[src/rtl/wav_dfi_upd_lp_sched.sv]
// DFI ctrlupd / phyupd / phymstr / lp_ctrl handshake scheduler: one grant at a time, timed windows.
// Optional WAV_DFI_LP_DATA_EN adds the lp_data channel sequenced alongside lp_ctrl.
module wav_dfi_upd_lp_sched #(
    parameter int TCTRLUPD_MIN = 4,
    parameter int TCTRLUPD_MAX = 64,
    parameter int TPHYUPD_RESP = 32,
    parameter int TLP_RESP     = 8,
    parameter int CNT_W        = 8
) (
    input  logic       clock,
    input  logic       reset,
    input  logic       init_start,
    input  logic       init_complete,
    input  logic       upd_trig,
    output logic       upd_done,
    output logic       ctrlupd_req,
    input  logic       ctrlupd_ack,
    input  logic       phyupd_req,
    output logic       phyupd_ack,
    input  logic       phymstr_req,
    output logic       phymstr_ack,
    input  logic       lp_trig,
    input  logic [5:0] lp_wakeup_cfg,
    output logic       lp_ctrl_req,
    output logic [5:0] lp_ctrl_wakeup,
    input  logic       lp_ctrl_ack,
`ifdef WAV_DFI_LP_DATA_EN
    output logic       lp_data_req,
    output logic [5:0] lp_data_wakeup,
    input  logic       lp_data_ack,
`endif
    output logic       mc_quiesce,
    input  logic       mc_idle,
    output logic [2:0] err_timeout
);
    typedef enum logic [3:0] {
        IDLE, CU_REQ, CU_HOLD, CU_WAIT, DRAIN, PU_ACK, PM_ACK, LP_REQ, LP_ACT, LP_EXIT
    } state_t;

    localparam logic [CNT_W-1:0] CU_HOLD_END = CNT_W'(TCTRLUPD_MIN - 1);
    localparam logic [CNT_W-1:0] CU_TO_END   = CNT_W'(TCTRLUPD_MAX - 1);
    // Decide two cycles early so the ack is on the wire TPHYUPD_RESP cycles after the req rise.
    localparam logic [CNT_W-1:0] PU_TO_END   = CNT_W'(TPHYUPD_RESP - 2);
    localparam logic [CNT_W-1:0] LP_TO_END   = CNT_W'(TLP_RESP - 1);

    state_t           state, state_nx;
    logic [CNT_W-1:0] cnt;
    logic             drain_pm, drain_pm_nx;
    logic [2:0]       err_set;
    logic             done_nx;
    logic             grant_ok;
    logic             lp_ack_all, lp_ack_none;
    logic [5:0]       wakeup_q;

    assign grant_ok = init_complete && !init_start;

`ifdef WAV_DFI_LP_DATA_EN
    logic ctrl_seen, data_seen;

    always_ff @(posedge clock or negedge reset) begin
        if (!reset) begin
            ctrl_seen <= 1'b0;
            data_seen <= 1'b0;
        end else if (state != LP_REQ) begin
            ctrl_seen <= 1'b0;
            data_seen <= 1'b0;
        end else begin
            ctrl_seen <= ctrl_seen | lp_ctrl_ack;
            data_seen <= data_seen | lp_data_ack;
        end
    end

    assign lp_ack_all     = (ctrl_seen | lp_ctrl_ack) & (data_seen | lp_data_ack);
    assign lp_ack_none    = !lp_ctrl_ack && !lp_data_ack;
    assign lp_data_req    = lp_ctrl_req;
    assign lp_data_wakeup = wakeup_q;
`else
    assign lp_ack_all  = lp_ctrl_ack;
    assign lp_ack_none = !lp_ctrl_ack;
`endif

    always_comb begin
        state_nx    = state;
        drain_pm_nx = drain_pm;
        err_set     = 3'b000;
        done_nx     = 1'b0;
        case (state)
            IDLE: if (grant_ok) begin
                if (phymstr_req) begin
                    state_nx    = DRAIN;
                    drain_pm_nx = 1'b1;
                end else if (phyupd_req) begin
                    state_nx    = DRAIN;
                    drain_pm_nx = 1'b0;
                end else if (upd_trig && !upd_done) begin
                    // upd_done still high means the MC has not yet seen the end of the last update
                    state_nx = CU_REQ;
                end else if (lp_trig) begin
                    state_nx = LP_REQ;
                end
            end
            CU_REQ: begin
                if (ctrlupd_ack) begin
                    state_nx = CU_HOLD;
                end else if (cnt == CU_TO_END) begin
                    state_nx   = IDLE;
                    err_set[0] = 1'b1;
                    done_nx    = 1'b1;
                end
            end
            CU_HOLD: if (cnt == CU_HOLD_END) state_nx = CU_WAIT;
            CU_WAIT: begin
                if (!ctrlupd_ack) begin
                    state_nx = IDLE;
                    done_nx  = 1'b1;
                end
            end
            DRAIN: begin
                if (drain_pm ? !phymstr_req : !phyupd_req) begin
                    state_nx = IDLE;
                end else if (mc_idle) begin
                    state_nx = drain_pm ? PM_ACK : PU_ACK;
                end else if (cnt == PU_TO_END) begin
                    state_nx   = drain_pm ? PM_ACK : PU_ACK;
                    err_set[1] = 1'b1;
                end
            end
            PU_ACK: if (!phyupd_req) state_nx = IDLE;
            PM_ACK: if (!phymstr_req) state_nx = IDLE;
            LP_REQ: begin
                if (lp_ack_all) begin
                    state_nx = LP_ACT;
                end else if (cnt == LP_TO_END) begin
                    state_nx   = IDLE;
                    err_set[2] = 1'b1;
                end
            end
            LP_ACT:  if (!lp_trig || phyupd_req || phymstr_req) state_nx = LP_EXIT;
            LP_EXIT: if (lp_ack_none) state_nx = IDLE;
            default: state_nx = IDLE;
        endcase
        // DFI init aborts everything silently; an unfinished ctrlupd is retried later
        if (init_start) begin
            state_nx = IDLE;
            err_set  = 3'b000;
            done_nx  = 1'b0;
        end
    end

    always_ff @(posedge clock or negedge reset) begin
        if (!reset) begin
            state       <= IDLE;
            cnt         <= '0;
            drain_pm    <= 1'b0;
            upd_done    <= 1'b0;
            err_timeout <= 3'b000;
            wakeup_q    <= 6'd0;
        end else begin
            state       <= state_nx;
            drain_pm    <= drain_pm_nx;
            upd_done    <= done_nx;
            err_timeout <= err_timeout | err_set;
            if (state_nx != state)
                cnt <= '0;
            else if (cnt != '1)
                cnt <= cnt + CNT_W'(1);
            if (state == IDLE && state_nx == LP_REQ)
                wakeup_q <= lp_wakeup_cfg;
        end
    end

    // Masking with init_start keeps the DFI outputs low in the very cycle init begins.
    assign ctrlupd_req    = !init_start && (state == CU_REQ || state == CU_HOLD);
    assign phyupd_ack     = !init_start && (state == PU_ACK);
    assign phymstr_ack    = !init_start && (state == PM_ACK);
    assign lp_ctrl_req    = !init_start && (state == LP_REQ || state == LP_ACT);
    assign lp_ctrl_wakeup = wakeup_q;
    assign mc_quiesce     = !init_start && (state == DRAIN || state == PU_ACK || state == PM_ACK);

endmodule

[config.mk]
export PLATFORM = sky130hd
export DESIGN_NAME = wav_dfi_upd_lp_sched
export DESIGN_NICKNAME = d
export VERILOG_FILES = /design/src/rtl/wav_dfi_upd_lp_sched.sv
export SDC_FILE = /design/constraint.sdc
export NUM_CORES = 1
export LEC_CHECK = 0
export BUFFER_PORTS_ARGS = -buffer_cell sky130_fd_sc_hd__buf_2
export CORE_AREA = 4 4 56 58
export CTS_CLUSTER_SIZE = 20
export DETAILED_ROUTE_END_ITERATION = 16
export DIE_AREA = 0 0 60 62
export GPL_TIMING_DRIVEN = 0
export MAX_ROUTING_LAYER = met4
export PLACE_DENSITY = 0.83
export SLEW_MARGIN = 10
export SYNTH_ARGS = -nofsm -noshare
export SYNTH_HDL_FRONTEND = slang
export SYNTH_SLANG_ARGS = --single-unit
export TNS_END_PERCENT = 1
[constraint.sdc]
create_clock -name clock -period 3.26 [get_ports clock]
set_clock_uncertainty 0.05 [all_clocks]
set_input_delay 0.326 -clock clock [delete_from_list [all_inputs] [get_ports clock]]
set_output_delay 0.326 -clock clock [all_outputs]
set_load 0.005 [all_outputs]
==> summary.md <==
| Metric | Value |
|---|---|
| Most instantiated cells after synthesis | `dfrtp_1 (23), nor2_1 (17), nor3_1 (13)` |
| Fin crit period | `2.48 ns` |
| Largest net degree at the start of global routing | `24` |
| Rel. slew slack | `0.650` |
| Num CTS Buffers | `3` |
| Post-synth top flop | `dfrtp_1` |
| Startpoint Class | `flip-flop` |
| Clk_lat worst skew | `0.31 ns` |
| Final worst-path cycle share | `0.760` |
| Number of synthesized flops with an enable pin | `0` |
| All-Layer GR Usage | `0.223` |
| Core area | `2660 um^2` |
| Fill cell count | `256` |
| Pre-CTS setup slack | `0.797 ns` |
| PwrDens | `432 nW/um^2` |
| Util after Layout | `0.636` |
| Postcts setup bufs | `0` |
| FFs w/ async S/R, synth | `1.00` |
| H-tree depth | `1` |
| Io pins | `32` |
| Combined area of the multi-input logic cells | `843 um^2` |
| Most numerous cell in the Yosys netlist | `dfrtp_1` |
| Antenna violations before repair | `0` |
| Antenna diodes | `0` |
| Clock slew at reported path FFs | `0.13 ns` |
| Slew @ Worst Pin | `0.520 ns` |
| Vias in the first global route | `1295` |
| Sequential element share of the synthesized area | `0.392` |
| CP Max Fanout | `8` |
| Post-DP Area | `1660 um^2` |
| Max Fclk | `404 MHz` |
| First-pass GRT wire length | `6000 um` |
| Synth warn | `0` |
| Total nets after synthesis | `178` |
| Clock tree buffer depth | `2` |
| Max cap viols | `0` |
| WL/cell | `16.3 um` |
| DR pass1 iterations | `4` |
| Synth area leaders | `dfrtp_1 (39%), mux2_2 (4.6%), nor3_1 (4.4%), nor2_1 (4.3%), nor2b_1 (2.6%)` |
| Worst Setup End Kind | `flip-flop` |
| VDD IR-drop max | `330 uV` |
| Overall die height | `62 um` |
| Kind of critical path | `reg -> reg` |
| Share of the synthesized area in the top cell type | `0.392` |
| Grt ovf | `0` |
| Final setup violation count | `0` |
| # rows | `19` |
| #FFs+latches synth | `23` |
| Fin. Hold Viols | `0` |
| Vias per inst | `6.21` |
| Status | `complete, no violations` |
| Initial Util | `0.551` |
| Synth Cell Area | `1470 um^2` |
| Post-synth top area cell | `dfrtp_1` |
| RD Place Congestion | `0.950` |
| DRT antenna net count | `0` |
| Worst Slack Setup Final | `0.782 ns` |
| Post-CTS Hold Fix Bufs | `1` |
| Gate Count Post-Synth | `159` |
| Setup Total Neg Slack | `0 ns` |
| Post-route cell area | `1690 um^2` |
| DRT Wirelength | `3670 um` |
| Layout cells sized above 1 | `0.284` |
| Leak Pwr | `0.794 nW` |
| Die Wd | `60 um` |
| RSZ-0062 raised after global routing | `no` |
| Clock Root Buffer | `clkbuf_4` |
| Syn_area_per_cell | `9.23 um^2` |
| Die area | `3720 um^2` |
| Iteration-0 DRC count of the detailed router | `80` |
| Min-delay worst type | `in -> reg` |
| Slew Limit Fails | `0` |
| Worst Path Required | `3.40 ns` |
| FF/Latch Area | `576 um^2` |
| Hpwl dp | `2800 um` |
| Layout area overhead | `15.3%` |
| Number of port buffers | `30` |
| Clock sink count | `23` |
| Library cells used by synthesis | `49` |
| Critical Path AT | `2.62 ns` |
| CTS resizes | `0` |
| DRC | `0` |
| CTS tree | `yes` |
| Nets | `214` |
| DR vias | `1398` |
[worst max-delay path: stages, from the launching register on]
cell and delay, ns:
dfrtp_1 0.46, ha_1 0.30, nand2_1 0.10, nor4_1 0.41, nor3_1 0.10, or3_4 0.41, a211oi_4 0.40, nor3_1 0.13
[cells in the final DEF (no fill, tap or decap), types with 5 or more instances in the layout]
cell      instances
a21oi_1           5
buf_2            33
dfrtp_1          23
inv_1             7
mux2_2            6
nand2_1           9
nand2b_1          5
nand3_1           7
nor2_1           17
nor2b_1           6
nor3_1           13
o21ai_0           6
[sequential cells by signal, summed over array words and instances, names as in the netlist]
name / count
cnt: 8
drain_pm: 1
err_timeout: 3
lp_ctrl_wakeup: 6
state: 4
upd_done: 1
[report_power, final]
| group | switching (W) | internal [W] |
|---|---|---|
| clock network | 0.0000841 | 0.0000478 |
| logic | 0.000117 | 0.0000998 |
| registers | 0.0000525 | 0.000330 |
| total | 0.000254 | 0.000477 |
[layer usage]
layer,share of wire,up-vias,GRT usage
li1,-,662,-
met3,0.055,6,0.0248
met4,0.016,0,0.0918
met2,0.49,59,0.349
met5,0,-,-
met1,0.44,671,0.295
[stage by stage]
step	hold WS [ns]	std cells	total power, W
floorplan	-0.0196	159	0.000520
global placement	0.266	220	0.000585
detailed placement	0.280	220	0.000600
CTS	0.185	225	0.000733
global route	0.192	225	0.000778
finish	0.192	225	0.000731
[final timing paths]
check,start,to,slack [ns],cells after the start
min in group asynchronous,reset,cnt[1],0.45,2
worst min-delay path,lp_wakeup_cfg[1],lp_ctrl_wakeup[1],0.19,2
worst max-delay path,cnt[0],cnt[0],0.78,7
worst min register to register,err_timeout[2],err_timeout[2],0.42,2
worst max register to register,cnt[0],cnt[0],0.78,7
max in group asynchronous,reset,state[3],2.36,2
[logic make-up (layout without fill, tap and decap cells)]
kind of cell	after synthesis	after routing	share of synthesized area
adders and majority gates	2	2	0.0170
xor gates and xnor gates	2	2	0.0119
and+or+nand+nor	78	78	0.291
muxes	8	8	0.0597
DFF	23	23	0.392
buffers and inverters	11	46	0.0333
AOI/OAI and AO/OA	35	35	0.195
[layout make-up]
class | count | area share
multi-input combinational | 125 | 0.498
sequential | 23 | 0.340
timing repair buffer | 31 | 0.0946
tap | 31 | 0.0229
clock buffer | 4 | 0.0155
inverter | 7 | 0.0155
buffer | 4 | 0.0133
No activity file was read; power rests on OpenSTA's default activity.
